$ cat config.mk
export PLATFORM = sky130hd
export DESIGN_NAME = lstm_bp_seq_ctrl
export DESIGN_NICKNAME = d
export VERILOG_FILES = /design/src/rtl/lstm_bp_seq_ctrl.sv
export SDC_FILE = /design/constraint.sdc
export NUM_CORES = 1
export LEC_CHECK = 0
export ABC_AREA = 1
export CAP_MARGIN = 20
export CELL_PAD_IN_SITES_DETAIL_PLACEMENT = 1
export CELL_PAD_IN_SITES_GLOBAL_PLACEMENT = 1
export CORE_MARGIN = 2
export CORE_UTILIZATION = 30
export DETAILED_ROUTE_END_ITERATION = 12
export PLACE_DENSITY = 0.71
export SYNTH_ARGS = -nofsm -noshare
export SYNTH_HDL_FRONTEND = slang
export SYNTH_SLANG_ARGS = --single-unit
$ cat constraint.sdc
create_clock -name clk -period 1.77 [get_ports clk]
set_input_delay 0.354 -clock clk [delete_from_list [all_inputs] [get_ports clk]]
set_output_delay 0.354 -clock clk [all_outputs]
set_load 0.05 [all_outputs]
$ cat src/rtl/lstm_bp_seq_ctrl.sv
// -----------------------------------------------------------------------------
// lstm_bp_seq_ctrl
//
// Sequences one LSTM back-propagation layer over all timesteps, newest first
// (TIMESTEPS-1 down to 0). Within a timestep every weight row gets a MAC burst
// of ROW_LEN cycles followed by PAUSE_LEN cycles in which the accumulated row
// result is written back and the accumulator is cleared. After the last row of
// a timestep there is a single, non-stallable cycle that pulses o_t_done. After
// the last timestep there is a single cycle that pulses o_done.
//
// Ports
//   clk         rising-edge clock
//   rst         asynchronous reset, active low
//   i_start     start pulse, honoured only while idle
//   i_stall     memory not ready; freezes burst/pause sequencing and masks
//               the MAC, write and clear strobes in the same cycle
//   i_abort     synchronous abort back to idle; beats stall and start
//   o_busy      high in every state except idle
//   o_mac_en    MAC/read enable for o_col_addr
//   o_wr_en     write the accumulated row result at o_row_addr/o_t_addr
//   o_acc_clr   clear the MAC accumulator
//   o_t_done    one-cycle pulse at the end of each timestep
//   o_done      one-cycle pulse at the end of the full pass
//   o_col_addr  column within the current row
//   o_row_addr  current row
//   o_t_addr    current timestep
// -----------------------------------------------------------------------------
module lstm_bp_seq_ctrl #(
    parameter int ADDR_WIDTH = 12,
    parameter int CNT_WIDTH  = 12,
    parameter int T_WIDTH    = 4,
    parameter int NUM_ROWS   = 57,
    parameter int ROW_LEN    = 53,
    parameter int PAUSE_LEN  = 2,
    parameter int TIMESTEPS  = 8
) (
    input  logic                  clk,
    input  logic                  rst,
    input  logic                  i_start,
    input  logic                  i_stall,
    input  logic                  i_abort,
    output logic                  o_busy,
    output logic                  o_mac_en,
    output logic                  o_wr_en,
    output logic                  o_acc_clr,
    output logic                  o_t_done,
    output logic                  o_done,
    output logic [CNT_WIDTH-1:0]  o_col_addr,
    output logic [ADDR_WIDTH-1:0] o_row_addr,
    output logic [T_WIDTH-1:0]    o_t_addr
);

    // Terminal values; every counter stops on an exact compare, none wraps.
    localparam logic [CNT_WIDTH-1:0]  COL_LAST  = CNT_WIDTH'(ROW_LEN - 1);
    localparam logic [CNT_WIDTH-1:0]  PCNT_LAST = CNT_WIDTH'(PAUSE_LEN - 1);
    localparam logic [ADDR_WIDTH-1:0] ROW_LAST  = ADDR_WIDTH'(NUM_ROWS - 1);
    localparam logic [T_WIDTH-1:0]    T_FIRST   = T_WIDTH'(TIMESTEPS - 1);

    typedef enum logic [2:0] {
        S_IDLE,
        S_RUN,
        S_PAUSE,
        S_NEXT_T,
        S_DONE
    } state_t;

    state_t                state_reg, state_next;
    logic [CNT_WIDTH-1:0]  col_reg,   col_next;
    logic [CNT_WIDTH-1:0]  pcnt_reg,  pcnt_next;
    logic [ADDR_WIDTH-1:0] row_reg,   row_next;
    logic [T_WIDTH-1:0]    t_reg,     t_next;

    always_ff @(posedge clk or negedge rst) begin
        if (!rst) begin
            state_reg <= S_IDLE;
            col_reg   <= '0;
            pcnt_reg  <= '0;
            row_reg   <= '0;
            t_reg     <= '0;
        end else begin
            state_reg <= state_next;
            col_reg   <= col_next;
            pcnt_reg  <= pcnt_next;
            row_reg   <= row_next;
            t_reg     <= t_next;
        end
    end

    // Next-state and counter update.
    always_comb begin
        state_next = state_reg;
        col_next   = col_reg;
        pcnt_next  = pcnt_reg;
        row_next   = row_reg;
        t_next     = t_reg;

        if (i_abort) begin
            state_next = S_IDLE;
            col_next   = '0;
            pcnt_next  = '0;
            row_next   = '0;
            t_next     = '0;
        end else begin
            case (state_reg)
                S_IDLE: begin
                    if (i_start) begin
                        state_next = S_RUN;
                        t_next     = T_FIRST;
                        row_next   = '0;
                        col_next   = '0;
                        pcnt_next  = '0;
                    end
                end
                S_RUN: begin
                    if (!i_stall) begin
                        if (col_reg == COL_LAST) begin
                            state_next = S_PAUSE;
                            col_next   = '0;
                            pcnt_next  = '0;
                        end else begin
                            col_next = col_reg + CNT_WIDTH'(1);
                        end
                    end
                end
                S_PAUSE: begin
                    if (!i_stall) begin
                        if (pcnt_reg == PCNT_LAST) begin
                            pcnt_next = '0;
                            if (row_reg == ROW_LAST) begin
                                state_next = S_NEXT_T;
                            end else begin
                                state_next = S_RUN;
                                row_next   = row_reg + ADDR_WIDTH'(1);
                            end
                        end else begin
                            pcnt_next = pcnt_reg + CNT_WIDTH'(1);
                        end
                    end
                end
                S_NEXT_T: begin
                    // Row address still shows the last row during this cycle;
                    // it restarts at 0 for the following timestep.
                    row_next = '0;
                    if (t_reg == '0) begin
                        state_next = S_DONE;
                    end else begin
                        state_next = S_RUN;
                        t_next     = t_reg - T_WIDTH'(1);
                    end
                end
                S_DONE: begin
                    state_next = S_IDLE;
                    col_next   = '0;
                    pcnt_next  = '0;
                    row_next   = '0;
                    t_next     = '0;
                end
                default: begin
                    state_next = S_IDLE;
                end
            endcase
        end
    end

    // Output decode from registered state; only the datapath strobes look at
    // i_stall so a stalled cycle never issues a MAC, write or clear.
    always_comb begin
        o_busy    = 1'b0;
        o_mac_en  = 1'b0;
        o_wr_en   = 1'b0;
        o_acc_clr = 1'b0;
        o_t_done  = 1'b0;
        o_done    = 1'b0;
        case (state_reg)
            S_RUN: begin
                o_busy   = 1'b1;
                o_mac_en = !i_stall;
            end
            S_PAUSE: begin
                o_busy    = 1'b1;
                // With a single pause cycle both strobes fire together.
                o_wr_en   = !i_stall && (pcnt_reg == '0);
                o_acc_clr = !i_stall && (pcnt_reg == PCNT_LAST);
            end
            S_NEXT_T: begin
                o_busy   = 1'b1;
                o_t_done = 1'b1;
            end
            S_DONE: begin
                o_busy = 1'b1;
                o_done = 1'b1;
            end
            default: begin
                o_busy = 1'b0;
            end
        endcase
    end

    assign o_col_addr = col_reg;
    assign o_row_addr = row_reg;
    assign o_t_addr   = t_reg;

endmodule

Word-level counts from Yosys, hierarchy flattened
Cells that the tools add are included.
{"block": "op_classes", "addsub": 4, "eq_ne": 14, "muxes": 35, "n_reduce_logical": 17}
{"cell": "12-bit two-way mux", "count": 13}
{"cell": "12-bit case mux with 3 select lines", "count": 2}
{"cell": "12-bit case mux with 4 select lines", "count": 1}
{"cell": "12-bit by 1-bit adder with 12-bit output (second input constant)", "count": 3}
{"cell": "12-bit by 6-bit equality test with 1-bit output (second input constant)", "count": 2}
{"cell": "3-bit two-way mux", "count": 7}
{"cell": "3-bit inequality test (second input constant)", "count": 7}
{"cell": "5-bit AND reduction", "count": 3}
{"cell": "12-bit by 1-bit equality test with 1-bit output (second input constant)", "count": 1}
{"cell": "12-bit logical NOT", "count": 1}
{"cell": "4-bit two-way mux", "count": 3}
{"cell": "3-bit case mux with 4 select lines", "count": 1}
{"cell": "4-bit case mux with 3 select lines", "count": 1}
{"cell": "4-bit nonzero test", "count": 3}
{"cell": "3-bit by 2-bit equality test with 1-bit output (second input constant)", "count": 2}
{"cell": "1-bit two-way mux", "count": 6}
{"cell": "3-bit AND reduction", "count": 2}
{"cell": "5-bit nonzero test", "count": 1}
{"cell": "4-bit logical NOT", "count": 1}
{"cell": "4-bit OR reduction", "count": 1}
{"cell": "4-bit by 1-bit subtractor with 4-bit output (second input constant)", "count": 1}
{"cell": "3-bit by 1-bit equality test with 1-bit output (second input constant)", "count": 1}
{"cell": "3-bit equality test (second input constant)", "count": 1}
{"cell": "3-bit logical NOT", "count": 1}
{"cell": "other kinds (4)", "count": 5}
{"block": "totals", "regBits": 43, "input_bits": 5, "out_inout_bits": 34, "elab_cells": 75}

Longest topological paths before layout
Gate-level depths: netlist (run 1).
{"block": "logic_depth", "depth_word": 6, "ltp_mapped": 11, "ltp_nobuf": 10}

Worst setup path after synthesis (run 1)
OpenSTA, ideal clock, no wires.
{"block": "synth_path", "kind": "reg2out", "startpoint": "register pcnt_reg[1]", "endpoint": "output o_acc_clr", "arrival_ns": 1.543, "required_time_ns": 1.416, "slack_ns": -0.127, "path_stages_with_launch": 6, "n_path_buf": 0, "path_cell_list": "dfrtp_1 > inv_1 > ha_1 > nor3b_1 > nand2_1 > nor2_1"}
{"block": "synth_via", "elab_chain_cells": 3}
{"item": "start, declared", "line_no": "69", "rtl": "logic [CNT_WIDTH-1:0] pcnt_reg, pcnt_next;"}
{"item": "start signal, assigned", "line_no": "83", "rtl": "pcnt_reg <= pcnt_next;"}
{"item": "12-bit by 1-bit equality test with 1-bit output", "line_no": "183", "rtl": "o_acc_clr = !i_stall && (pcnt_reg == PCNT_LAST);"}
{"item": "1-bit logical AND", "line_no": "183"}
{"item": "1-bit two-way mux", "line_no": "174", "rtl": "case (state_reg)"}
{"item": "end, declared", "line_no": "45", "rtl": "output logic o_acc_clr,"}
Every way passes these cells.

Worst setup path after layout (run 1)
{"block": "layout_path", "startpoint": "register state_reg[0]", "endpoint": "output o_wr_en"}
{"block": "layout_via", "elab_chain_cells": 2}
{"item": "start, declared", "line_no": "67", "rtl": "state_t state_reg, state_next;"}
{"item": "start signal, assigned", "line_no": "81", "rtl": "state_reg <= state_next;"}
{"item": "3-bit by 2-bit equality test with 1-bit output", "line_no": "174"}
{"item": "1-bit two-way mux", "line_no": "174"}
{"item": "end, declared", "line_no": "44", "rtl": "output logic o_wr_en,"}
Every way passes these cells.

==> impl_metrics.sql, run 1 <==
INSERT INTO impl_metrics (metric_group, metric, value, unit) VALUES
('floorplanning', 'fp.dieW', '104', 'um'),
('synthesis', 'syn_avg_cell_area', '6.47', 'um^2'),
('timing', 'setup-violations-final', '3', ''),
('timing', 'max_slew.worst_pin.slew', '0.416', 'ns'),
('global_routing', 'grt_first_pass_wirelength', '17.1', 'mm'),
('power', 'power_density', '1180', 'nW/um^2'),
('power', 'power_frac_comb', '59.1', '%'),
('drt', 'drt-vias-per-instance', '4.84', ''),
('place', 'buffer_ports.inserted', '38', ''),
('layout', 'final_standard_cell_count_with_taps_included_and_fillers_excluded', '701', ''),
('drt', 'antenna_violating_nets_remaining', '0', ''),
('power', 'vdd.ir_drop.worst', '0.599', 'mV'),
('power', 'leakagePower', '2.15', 'nW'),
('critical_path', 'startpoint_type', 'register', ''),
('critical_path', 'regToRegSetupSlack', '0.04', 'ns'),
('critical_path', 'worst_r2r_start', 'state_reg[2]$_DFFE_PN0P_', ''),
('critical_path', 'critical_path.cell_chain', 'inv_2 -> nand3_4 -> inv_2 -> nand2_2 -> nor2_2 -> buf_12', ''),
('outcome', 'outcome', 'finished, violations left', ''),
('drt', 'avgRoutedWirePerCell', '14.9', 'um'),
('critical_path', 'worstSetupPathType', 'reg -> out', ''),
('layout', 'utilization_of_the_core_after_routing', '44.8', '%'),
('clock_network', 'clock_path_buffers', '2', ''),
('layout', 'diodes', '0', ''),
('critical_path', 'crit_fanout', '5', ''),
('floorplanning', 'core_region_area', '9770', 'um^2'),
('drt', 'route.detailed.drc', '0', ''),
('critical_path', 'register_to_register_path_depth', '11', ''),
('global_routing', 'antenna_violations_before_repair', '0', ''),
('layout', 'fin_nets', '581', ''),
('global_routing', 'groute.layer.met3.usage', '2.69', '%'),
('timing', 'post-route-period-util', '107', '%'),
('critical_path', 'cp.buffers_inverters', '3', ''),
('global_routing', 'grt_max_degree', '25', ''),
('clock_network', 'tritoncts_num_sinks', '43', ''),
('drt', 'postRouteWirelength', '10.4', 'mm'),
('timing', 'grt_setup_unrepaired', 'yes', ''),
('timing', 'clock_skew', '0.00725', 'ns'),
('timing', 'fin_setup_tns', '-0.237', 'ns'),
('place', 'placed_cells', '678', ''),
('drt', 'drtPass1Iterations', '4', ''),
('layout', 'fillerInstances', '1267', ''),
('clock_network', 'tritoncts.num_buffers', '5', ''),
('place', 'place.gp.congestion', '0.819', ''),
('synthesis', 'synth.net_count', '481', ''),
('synthesis', 'ys_seq_elements', '43', ''),
('clock_network', 'clock_latency_on_the_worst_skew_pair', '0.30', 'ns'),
('synthesis', 'yosysSeqAreaShare', '35.6', '%'),
('power', 'intPower', '2.86', 'mW'),
('synthesis', 'netlist-cell-type-count', '29', ''),
('drt', 'detailroute.via_count', '3390', ''),
('hold_path', 'timing.hold.worst.class', 'in -> async', ''),
('global_routing', 'gr-max-usage-layer', 'met2', ''),
('run', 'cap_violations', '0', ''),
('power', 'sequentialPowerShare', '22.8', '%'),
('floorplanning', 'die_h', '104', 'um'),
('place', 'half_perimeter_wire_length_of_the_detailed_placement_result', '7.65', 'mm'),
('timing', 'worst_slack', '-0.120', 'ns'),
('global_routing', 'number_of_global_route_vias_before_repair', '3507', ''),
('timing', 'timing.final.max_slew_violations', '0', ''),
('clock_network', 'clk_transition_reported_paths', '0.09', 'ns'),
('clock_network', 'tritoncts', 'yes', ''),
('critical_path', 'critical_path.most_common_cell', 'inv_2', ''),
('timing', 'period_minus_slack', '1.89', 'ns'),
('global_routing', 'global_route.usage.total', '18.9', '%'),
('floorplanning', 'ios', '39', ''),
('critical_path', 'critical_path.top_delay_family', 'flip-flops', ''),
('critical_path', 'worst-endpoint-arrival', '1.54', 'ns'),
('outcome', 'violations', 'negative setup slack', ''),
('layout', 'areaGrowthSynthToFinish', '44.8', '%'),
('timing', 'hold_violations', '0', ''),
('global_routing', 'met2_global_route_usage', '33.1', '%');
## synth_stat cells, drive strengths merged
| master | n | share of area [%] |
|---|---|---|
| a21o | 1 | 0.25 |
| a21oi | 12 | 2.2 |
| buf | 8 | 1.7 |
| dfrtp | 43 | 36 |
| ha | 9 | 3.7 |
| inv | 51 | 6.3 |
| nand2 | 159 | 20 |
| nand3 | 50 | 8.8 |
| nand3b | 2 | 0.91 |
| nand4 | 13 | 2.7 |
| nor2 | 84 | 11 |
| nor3 | 7 | 1.2 |
| nor3b | 2 | 0.50 |
| o211ai | 1 | 0.25 |
| o21ai | 16 | 2.7 |
| or2 | 2 | 0.41 |
| xnor2 | 2 | 0.58 |
| xor2 | 5 | 1.4 |
## metal layers
metal | wire length, um | vias to the layer above
met5 | 0 | -
met4 | 60 | 0
met3 | 255 | 4
met2 | 5210 | 42
met1 | 4900 | 1663
li1 | - | 1681
## per-stage QoR
stage	power (mW)	setup slack [ns]	instance area, um^2
3_3_place_gp	3.61	-0.220	3920
6_report	5.17	-0.120	4370
3_5_place_dp	3.67	-0.355	3920
4_1_cts	4.78	-0.143	4140
5_1_grt	5.50	-0.199	4370
2_1_floorplan	2.61	0.00424	3030
## worst register-to-register path, stage by stage (launching register included)
cell and delay [ns]:
dfrtp_1 0.42, inv_4 0.07, buf_6 0.12, nand3_4 0.10, buf_6 0.13, nand2_4 0.06, a21oi_4 0.31, nand2_4 0.09
nor2_4 0.12, buf_6 0.13, nand2_1 0.06, nand2_1 0.06
## cell families after synthesis
family          synth area share, %
compound gates                 5.39
fa+ha+maj                      3.73
buf+inv                        8.08
simple gates                   45.2
xor+xnor                       2.03
flops                          35.6
## worst max path at each step
stage	startpoint	to	slack, ns	cells after the start
2_1_floorplan	o_row_addr[1]$_DFFE_PN0P_	o_row_addr[10]$_DFFE_PN0P_	0.004	9
3_3_place_gp	i_abort	o_row_addr[11]$_DFFE_PN0P_	-0.22	8
3_5_place_dp	i_abort	o_row_addr[9]$_DFFE_PN0P_	-0.36	8
4_1_cts	pcnt_reg[4]$_DFFE_PN0P_	o_wr_en	-0.14	6
5_1_grt	state_reg[0]$_DFFE_PN0P_	o_wr_en	-0.20	6
6_report	state_reg[0]$_DFFE_PN0P_	o_wr_en	-0.12	6
## layout by cell type (no fill, tap or decap), types with 3 or more instances in the layout
cell type and n:
nand2_4 4, buf_12 10, dfrtp_1 39, ha_1 8, a21oi_1 10, o21ai_1 6
nor2_1 72, nand4_1 13, dfrtp_2 4, buf_6 6, nor3_1 6, o21ai_0 10
nand2_2 5, nor2_4 6, nor2_2 6, nand3_2 4, clkbuf_8 5, nand3_4 3
inv_2 10, nand2_1 150, buf_4 78, inv_1 38, xor2_1 5, nand3_1 43
## power by group through the flow
| stage | logic [mW] | registers, mW | clock network [mW] |
|---|---|---|---|
| after global routing | 3.29 | 1.19 | 1.01 |
| after detailed placement | 2.49 | 1.18 | 0 |
| final | 3.05 | 1.18 | 0.939 |
| after CTS | 2.62 | 1.19 | 0.971 |
| after floorplan | 1.23 | 1.38 | 0 |
| after global placement | 2.43 | 1.17 | 0 |
## final cells by class
class / count / area (um^2) / area share, %
timing repair buffer: 99 / 901 / 20.6
tap: 133 / 166 / 3.80
sequential: 43 / 1080 / 24.7
clock inverter: 2 / 60.1 / 1.37
inverter: 51 / 200 / 4.58
timing repair inverter: 1 / 5.00 / 0.114
clock buffer: 6 / 72.6 / 1.66
multi-input combinational: 366 / 1890 / 43.2
## repair_timing
| item | in CTS | in global routing |
|---|---|---|
| cloned | 0 | 2 |
| buffers inserted | 4 | 9 |
| endpoints found under the hold margin | 9 | 0 |
| endpoints found under the setup margin | 30 | 39 |
| pin swaps | 1 | 12 |
| hold buffers | 1 | 0 |
| resized for setup | 19 | 42 |
Note: power is estimated with default switching activity, not from simulation.
==> run 2: changes to the inputs <==
- CAP_MARGIN: 20 -> 25
==> results of run 2 <==
Final layout, timing and power as in run 1 (identical DEF).
